## config.mk

```make
export PLATFORM = sky130hd
export DESIGN_NAME = nf10_barrier_stim_gate
export DESIGN_NICKNAME = d
export VERILOG_FILES = /design/src/rtl/nf10_barrier_stim_gate.sv
export SDC_FILE = /design/constraint.sdc
export NUM_CORES = 1
export LEC_CHECK = 0
export CORE_AREA = 2 2 327 329
export CTS_CLUSTER_DIAMETER = 50
export DETAILED_ROUTE_END_ITERATION = 8
export DIE_AREA = 0 0 329 331
export GPL_ROUTABILITY_DRIVEN = 0
export PLACE_DENSITY = 0.4
export SLEW_MARGIN = 5
export SYNTH_ARGS = -nofsm -noshare
export SYNTH_HDL_FRONTEND = slang
export SYNTH_SLANG_ARGS = --single-unit
```

## constraint.sdc

```tcl
create_clock -name clk -period 1.7 [get_ports clk]
set_input_delay 0.34 -clock clk [delete_from_list [all_inputs] [get_ports clk]]
set_output_delay 0.34 -clock clk [all_outputs]
set_load 0.05 [all_outputs]
```

## src/rtl/nf10_barrier_stim_gate.sv

```systemverilog
// nf10_barrier_stim_gate
//   Stimulus-side barrier gate for one port. AXI4-Stream beats from the
//   stimulus source are forwarded to the DUT through a one-deep registered
//   output stage. In-band barrier marker beats (s_axis_tbarrier=1) are
//   swallowed. A marker makes the gate drain its output register, raise
//   barrier_req, and hold the stream stalled until the barrier block answers
//   with barrier_proceed. It then waits for proceed to drop before it
//   forwards again.
//
// Ports
//   clk, reset           single clock, synchronous active-high reset
//   s_axis_*             stimulus input (tdata/tstrb/tuser/tlast/tbarrier/
//                        tvalid in, tready out)
//   m_axis_*             registered output to the DUT
//   activity_stim        port busy: output valid or recent output transfer
//   barrier_req          high exactly while waiting at a barrier
//   barrier_proceed      global release from the barrier block
//   marker_err           sticky: a marker arrived inside a packet
//   barrier_timeout      sticky wait-limit flag (only with the macro below)
//
// Optional feature
//   Define NF10_BARRIER_STIM_TIMEOUT_EN to add barrier_timeout and the WAIT
//   cycle counter. C_TIMEOUT is only used in that build.
module nf10_barrier_stim_gate #(
  parameter int C_DATA_WIDTH  = 256,
  parameter int C_TUSER_WIDTH = 128,
  parameter int C_IDLE_CYCLES = 16,
  parameter int C_TIMEOUT     = 100000
) (
  input  logic                       clk,
  input  logic                       reset,
  input  logic [C_DATA_WIDTH-1:0]    s_axis_tdata,
  input  logic [C_DATA_WIDTH/8-1:0]  s_axis_tstrb,
  input  logic [C_TUSER_WIDTH-1:0]   s_axis_tuser,
  input  logic                       s_axis_tlast,
  input  logic                       s_axis_tbarrier,
  input  logic                       s_axis_tvalid,
  output logic                       s_axis_tready,
  output logic [C_DATA_WIDTH-1:0]    m_axis_tdata,
  output logic [C_DATA_WIDTH/8-1:0]  m_axis_tstrb,
  output logic [C_TUSER_WIDTH-1:0]   m_axis_tuser,
  output logic                       m_axis_tlast,
  output logic                       m_axis_tvalid,
  input  logic                       m_axis_tready,
  output logic                       activity_stim,
  output logic                       barrier_req,
  input  logic                       barrier_proceed,
`ifdef NF10_BARRIER_STIM_TIMEOUT_EN
  output logic                       barrier_timeout,
`endif
  output logic                       marker_err
);

  typedef enum logic [1:0] {
    ST_PASS    = 2'd0,
    ST_DRAIN   = 2'd1,
    ST_WAIT    = 2'd2,
    ST_RELEASE = 2'd3
  } state_t;

  localparam logic [7:0] IDLE_RELOAD = 8'(C_IDLE_CYCLES);

  state_t                      state_q, state_d;
  logic                        valid_q, valid_d;
  logic [C_DATA_WIDTH-1:0]     tdata_q, tdata_d;
  logic [C_DATA_WIDTH/8-1:0]   tstrb_q, tstrb_d;
  logic [C_TUSER_WIDTH-1:0]    tuser_q, tuser_d;
  logic                        tlast_q, tlast_d;
  logic                        in_pkt_q, in_pkt_d;
  logic                        err_q, err_d;
  logic                        req_q, req_d;
  logic [7:0]                  idle_q, idle_d;
  logic                        act_q, act_d;

  logic accept_s;
  logic data_acc_s;
  logic mk_acc_s;
  logic m_xfer_s;

  // Only PASS takes beats; the register may reload while it empties.
  assign s_axis_tready = (state_q == ST_PASS) && (!valid_q || m_axis_tready);
  assign accept_s      = s_axis_tvalid && s_axis_tready;
  assign data_acc_s    = accept_s && !s_axis_tbarrier;
  assign mk_acc_s      = accept_s && s_axis_tbarrier;
  assign m_xfer_s      = valid_q && m_axis_tready;

  // Next-state logic of the barrier FSM.
  always_comb begin
    state_d = state_q;
    case (state_q)
      ST_PASS: begin
        if (mk_acc_s) state_d = ST_DRAIN;
        else          state_d = ST_PASS;
      end
      ST_DRAIN: begin
        // Empty now or emptying on this edge both count as drained.
        if (!valid_q || m_xfer_s) state_d = ST_WAIT;
        else                      state_d = ST_DRAIN;
      end
      ST_WAIT: begin
        if (barrier_proceed) state_d = ST_RELEASE;
        else                 state_d = ST_WAIT;
      end
      ST_RELEASE: begin
        // Wait for proceed to fall so a stale proceed cannot release the next barrier.
        if (!barrier_proceed) state_d = ST_PASS;
        else                  state_d = ST_RELEASE;
      end
      default: state_d = ST_PASS;
    endcase
  end

  // FSM output decode: barrier_req is registered from the next state.
  always_comb begin
    req_d = (state_d == ST_WAIT);
  end

  // Output register, packet tracking, marker error and activity counter.
  always_comb begin
    valid_d  = valid_q;
    tdata_d  = tdata_q;
    tstrb_d  = tstrb_q;
    tuser_d  = tuser_q;
    tlast_d  = tlast_q;
    in_pkt_d = in_pkt_q;
    if (data_acc_s) begin
      valid_d = 1'b1;
      tdata_d = s_axis_tdata;
      tstrb_d = s_axis_tstrb;
      tuser_d = s_axis_tuser;
      tlast_d = s_axis_tlast;
    end else if (m_xfer_s) begin
      valid_d = 1'b0;
    end else begin
      valid_d = valid_q;
    end

    if (data_acc_s)    in_pkt_d = !s_axis_tlast;
    else if (mk_acc_s) in_pkt_d = 1'b0;
    else               in_pkt_d = in_pkt_q;

    err_d = err_q || (mk_acc_s && in_pkt_q);

    if (m_xfer_s)              idle_d = IDLE_RELOAD;
    else if (idle_q != 8'd0)   idle_d = idle_q - 8'd1;
    else                       idle_d = 8'd0;

    act_d = (idle_d != 8'd0) || valid_d;
  end

  // State and datapath registers.
  always_ff @(posedge clk) begin
    if (reset) begin
      state_q  <= ST_PASS;
      valid_q  <= 1'b0;
      tdata_q  <= '0;
      tstrb_q  <= '0;
      tuser_q  <= '0;
      tlast_q  <= 1'b0;
      in_pkt_q <= 1'b0;
      err_q    <= 1'b0;
      req_q    <= 1'b0;
      idle_q   <= 8'd0;
      act_q    <= 1'b0;
    end else begin
      state_q  <= state_d;
      valid_q  <= valid_d;
      tdata_q  <= tdata_d;
      tstrb_q  <= tstrb_d;
      tuser_q  <= tuser_d;
      tlast_q  <= tlast_d;
      in_pkt_q <= in_pkt_d;
      err_q    <= err_d;
      req_q    <= req_d;
      idle_q   <= idle_d;
      act_q    <= act_d;
    end
  end

  assign m_axis_tvalid = valid_q;
  assign m_axis_tdata  = tdata_q;
  assign m_axis_tstrb  = tstrb_q;
  assign m_axis_tuser  = tuser_q;
  assign m_axis_tlast  = tlast_q;
  assign barrier_req   = req_q;
  assign activity_stim = act_q;
  assign marker_err    = err_q;

`ifdef NF10_BARRIER_STIM_TIMEOUT_EN
  localparam logic [31:0] TIMEOUT_LIM = 32'(C_TIMEOUT);

  logic [31:0] wait_cnt_q, wait_cnt_d;
  logic        timeout_q, timeout_d;

  // WAIT cycle counter and sticky timeout flag; the FSM is unaffected.
  always_comb begin
    if (state_q != ST_WAIT && state_d == ST_WAIT)
      wait_cnt_d = 32'd0;
    else if (state_q == ST_WAIT && wait_cnt_q < TIMEOUT_LIM)
      wait_cnt_d = wait_cnt_q + 32'd1;
    else
      wait_cnt_d = wait_cnt_q;
    timeout_d = timeout_q || (state_q == ST_WAIT && wait_cnt_d == TIMEOUT_LIM);
  end

  // Timeout registers plus a one-shot simulation message.
  always_ff @(posedge clk) begin
    if (reset) begin
      wait_cnt_q <= 32'd0;
      timeout_q  <= 1'b0;
    end else begin
      wait_cnt_q <= wait_cnt_d;
      timeout_q  <= timeout_d;
`ifndef SYNTHESIS
      if (timeout_d && !timeout_q)
        $display("nf10_barrier_stim_gate: ERROR barrier wait exceeded %0d cycles", C_TIMEOUT);
`endif
    end
  end

  assign barrier_timeout = timeout_q;
`endif

endmodule

```

# [Word level (Yosys, flattened, before mapping)]
# Cells that the tools add are included.
[word_totals] register_bits=432 wordCells=44 out_inout_bits=422 input_bits=423
[classes] n_mux=11 reduce_logical=17 n_addsub=1 eq_ne=4
[ops] op="$mux W8" n=2
[ops] op="$reduce_bool A8 Y1" n=2
[ops] op="$pmux W2 S4" n=1
[ops] op="$sub A8 B1 Y8 const B" n=1
[ops] op="$eq A2 B2 Y1 const B" n=3
[ops] op="$logic_and A1 B1 Y1" n=6
[ops] op="$mux W1" n=6
[ops] op="$logic_or A1 B1 Y1" n=4
[ops] op="$mux W2" n=2
[ops] op="$logic_not A1 Y1" n=3
[ops] op="$eq A2 B1 Y1 const B" n=1
[ops] op="$logic_not A2 Y1" n=1
[ops] op="$reduce_bool A2 Y1" n=1

# [Longest topological paths before layout]
[logic_depth] word_depth=8 ltp_mapped=9 mapped_depth_nobuf=6

# [Least setup slack after synthesis]
# OpenSTA, ideal clock, no wires.
[synth_timing] path_kind="reg2out" from="register valid_q (netlist: m_axis_tvalid)" to="output port s_axis_tready" stages_incl_launch_ff=4 setup_slack_ns=-0.524 t_arrival_ns=1.884 required_ns=1.360 n_path_buf=1 path_cell_list="dfxtp_1 nor2b_1 buf_2 nor3_1"
[synth_via] elab_chain_len=3
[synth_lines] element="start: declaration" line_no="64" rtl="logic valid_q, valid_d;"
[synth_lines] element="start signal: assignment" line_no="167" rtl="valid_q <= valid_d;"
[synth_lines] element="$logic_not A1 Y1" line_no="81" rtl="assign s_axis_tready = (state_q == ST_PASS) && (!valid_q || m_axis_tready);"
[synth_lines] element="$logic_or A1 B1 Y1" line_no="81"
[synth_lines] element="$logic_and A1 B1 Y1" line_no="81"
[synth_lines] element="end: declaration" line_no="38" rtl="output logic s_axis_tready,"
# No other way between the ends.

# [Worst setup path in the final report]
[layout_timing] from="register valid_q (netlist: m_axis_tvalid)" to="register tuser_q[84] (netlist: m_axis_tuser[84])"
[layout_via] elab_chain_len=5
[layout_lines] element="$logic_not A1 Y1" line_no="81"
[layout_lines] element="$logic_or A1 B1 Y1" line_no="81"
[layout_lines] element="$logic_and A1 B1 Y1" line_no="81"
[layout_lines] element="$logic_and A1 B1 Y1" line_no="82" rtl="assign accept_s = s_axis_tvalid && s_axis_tready;"
[layout_lines] element="$logic_and A1 B1 Y1" line_no="83" rtl="assign data_acc_s = accept_s && !s_axis_tbarrier;"
[layout_lines] element="end signal: assignment" line_no="170" rtl="tuser_q <= tuser_d;"
[layout_lines] element="end: declaration" line_no="67" rtl="logic [C_TUSER_WIDTH-1:0] tuser_q, tuser_d;"
# No other way between the ends.
# A chain may end at the register's enable or synchronous reset.

==> flow_summary_export.csv <==
group,metric,value,unit
yosys,syn_nets,2320,
global_routing,overflow,0,
die,initial_utilization,0.143,
die,die_h,331,um
yosys,syn_avg_cell_area,7.95,um^2
timing,max_freq,0.533,GHz
timing,setup_viol,413,
drt,drtIter0Drc,617,
die,die_area,0.109,mm^2
drt,firstDrtPassIters,4,
yosys,yosysWarningCount,0,
timing,skew,0.0319,ns
yosys,synth_area_leaders,"dfxtp_1 (57%), nand2_1 (21%), a21oi_1 (14%)",
yosys,synth_top_area_cell,"dfxtp_1",
die,fp.coreArea,0.105,mm^2
drt,routed_wl,81500,um
drt,drtAntennaViolNets,0,
drt,detail_route.wl_per_cell,18.9,um
die,io_pins,845,
global_routing,grt_pass1_wl,108000,um
pwr,peakVddDrop,0.652,mV
timing,hold-worst-slack,0.0997,ns
timing,finalMaxSlewViolations,0,
clock_tree,clock_latency,0.63,ns
yosys,synthCells,1895,
yosys,ys_seq_area_frac,0.574,
clock_tree,cts_tree,"done",
yosys,synth-edff-count,0,
min_path,min_path_type,"primary input to flip-flop",
clock_tree,clock-sinks,432,
setup_path,critPathLaunchType,"flip-flop",
cells_and_area,fin_area,0.0305,mm^2
setup_path,crit_type,"flip-flop to flip-flop",
placement,pre_cts_slack,-0.435,ns
placement,dp.cells,4092,
placement,port_buffers,844,
global_routing,antenna_found_initial,8,
timing,rsz0062_at_grt,"yes",
drt,drc_errors,0,
global_routing,grt_pass1_vias,16200,
setup_path,arrival,2.38,ns
clock_tree,cts_buffers,76,
yosys,async_reset_ff_frac,0,
timing,layout_setup_ws,-0.177,ns
timing,slew-limit-headroom,0.740,
clock_tree,path_clk_slew,0.05,ns
run_status,outcome,"finished with violations",
placement,dp.final_hpwl,55900,um
timing,fin_tns_setup,-44.71,ns
clock_tree,hold_buffers,0,
die,die_w,329,um
yosys,ys_ff_latch,432,
placement,dpl-instance-area,0.0247,mm^2
die,rows,119,
cells_and_area,nNetsFinal,3289,
drt,viasPerCell,3.80,
timing,finalHoldViolCount,0,
cells_and_area,finalNonFillerCells,4321,
cells_and_area,area_delta_synth_final,103,%
yosys,synth_ff_type,"dfxtp_1",
drt,vias,16400,
pwr,pwr_density_cell,1160,mW/mm^2
global_routing,globalRouteTotalUtil,0.134,
setup_path,critPathRequiredTime,2.21,ns
clock_tree,cts.htree.levels,3,
setup_path,regToRegSetupSlack,-0.18,ns
timing,finalCriticalPeriod,1.88,ns
yosys,ys_top_cells_by_count,"nand2_1 (838), dfxtp_1 (432), a21oi_1 (425)",
yosys,synth_top_area_share,0.574,
setup_path,endpoint_kind,"flip-flop",
pwr,power.leakage,12.2,nW
cells_and_area,drive_gt1_frac,0.354,
clock_tree,cts_buffer_depth,3,
setup_path,crit_fanout,7,
yosys,ys_types,33,
yosys,mappedNetlistArea,0.0151,mm^2
run_status,violations,"negative setup slack",
timing,tightest_slew,0.390,ns
clock_tree,cts_root_buffer,"clkbuf_16",
yosys,synth_most_common_cell,"nand2_1",
global_routing,grt_start_max_net_pins,63,
run,drv_cap,0,
timing,fin_crit_sh,1.10,
## layout by cell type, fill, tap and decap left out, types with 5 or more instances in the layout
master           instances
clkbuf_8                11
a21oi_1                367
nand2_1                613
buf_12                  46
buf_6                   14
buf_8                   22
clkinv_2                 9
clkinvlp_4               6
bufinv_16               12
buf_16                  29
a21oi_2                 58
inv_1                    5
buf_4                  473
clkinv_4                 9
nor2_1                  17
nand2_2                178
clkbuf_16              103
nand2_4                 47
clkdlybuf4s50_1        421
dfxtp_1                429
clkbuf_1                 7
diode_2                  6
## routing by layer
metal | up-vias | track usage | wire (um)
met4 | 4 | 0.0496 | 1820
met1 | 7676 | 0.148 | 31200
met2 | 550 | 0.231 | 41000
li1 | 8095 | - | -
met5 | - | 0 | 27
met3 | 100 | 0.0539 | 7360
## worst paths after layout
path | cells past startpoint | to | startpoint
worst max-delay path | 10 | m_axis_tuser[84] | m_axis_tvalid
worst min-delay path | 2 | m_axis_tvalid | reset
worst max register to register | 10 | m_axis_tuser[84] | m_axis_tvalid
worst min register to register | 2 | m_axis_tuser[104] | m_axis_tuser[104]
## cell type report
type / count / area (um^2)
tap: 1391 / 1740
multi-input combinational: 1316 / 6670
antenna: 6 / 15.0
clock buffer: 95 / 2100
fill: 11300 / 74500
timing repair buffer: 1033 / 10700
sequential: 432 / 8650
clock inverter: 43 / 617
inverter: 5 / 18.8
## report_power, final
group,internal [mW],switching [mW]
sequential,10.8,0.442
clock,10.7,5.76
combinational,3.36,4.45
## registers in the layout, summed over array words and instances (netlist names)
register	cells
m_axis_tdata	256
m_axis_tuser	128
m_axis_tstrb	32
idle_q	8
state_q	2
activity_stim	1
barrier_req	1
in_pkt_q	1
m_axis_tlast	1
m_axis_tvalid	1
marker_err	1
## cell families after synthesis
group,Yosys count,synth area share
DFF,432,0.574
muxes,2,0.00133
xor gates and xnor gates,2,0.00116
buffers and inverters,147,0.0531
AOI/OAI and AO/OA,435,0.146
adders and majority gates,2,0.00166
and+or+nand+nor,875,0.223
## critical path, cell delays in order, from the launching register on
cell	delay, ns
dfxtp_4	0.34
nor2b_4	0.12
buf_6	0.12
buf_4	0.13
nor3_4	0.20
nand2b_4	0.14
buf_12	0.18
clkbuf_16	0.19
clkbuf_16	0.18
nand2_2	0.06
a21oi_1	0.06
## metrics by stage
stage	power, mW	util
2_1_floorplan	15.0	-
4_1_cts	35.4	0.274
6_report	35.5	0.291
3_5_place_dp	18.0	0.236
3_3_place_gp	18.0	0.236
5_1_grt	37.0	0.291
## what timing repair did
action	4_1_cts	5_1_grt
pin swaps	65	6
setup endpoints to repair	81	420
resized for setup	138	307
cloned	21	33
buffers inserted	17	22
endpoints found under the hold margin	0	0
(Power assumes the default switching activity.)
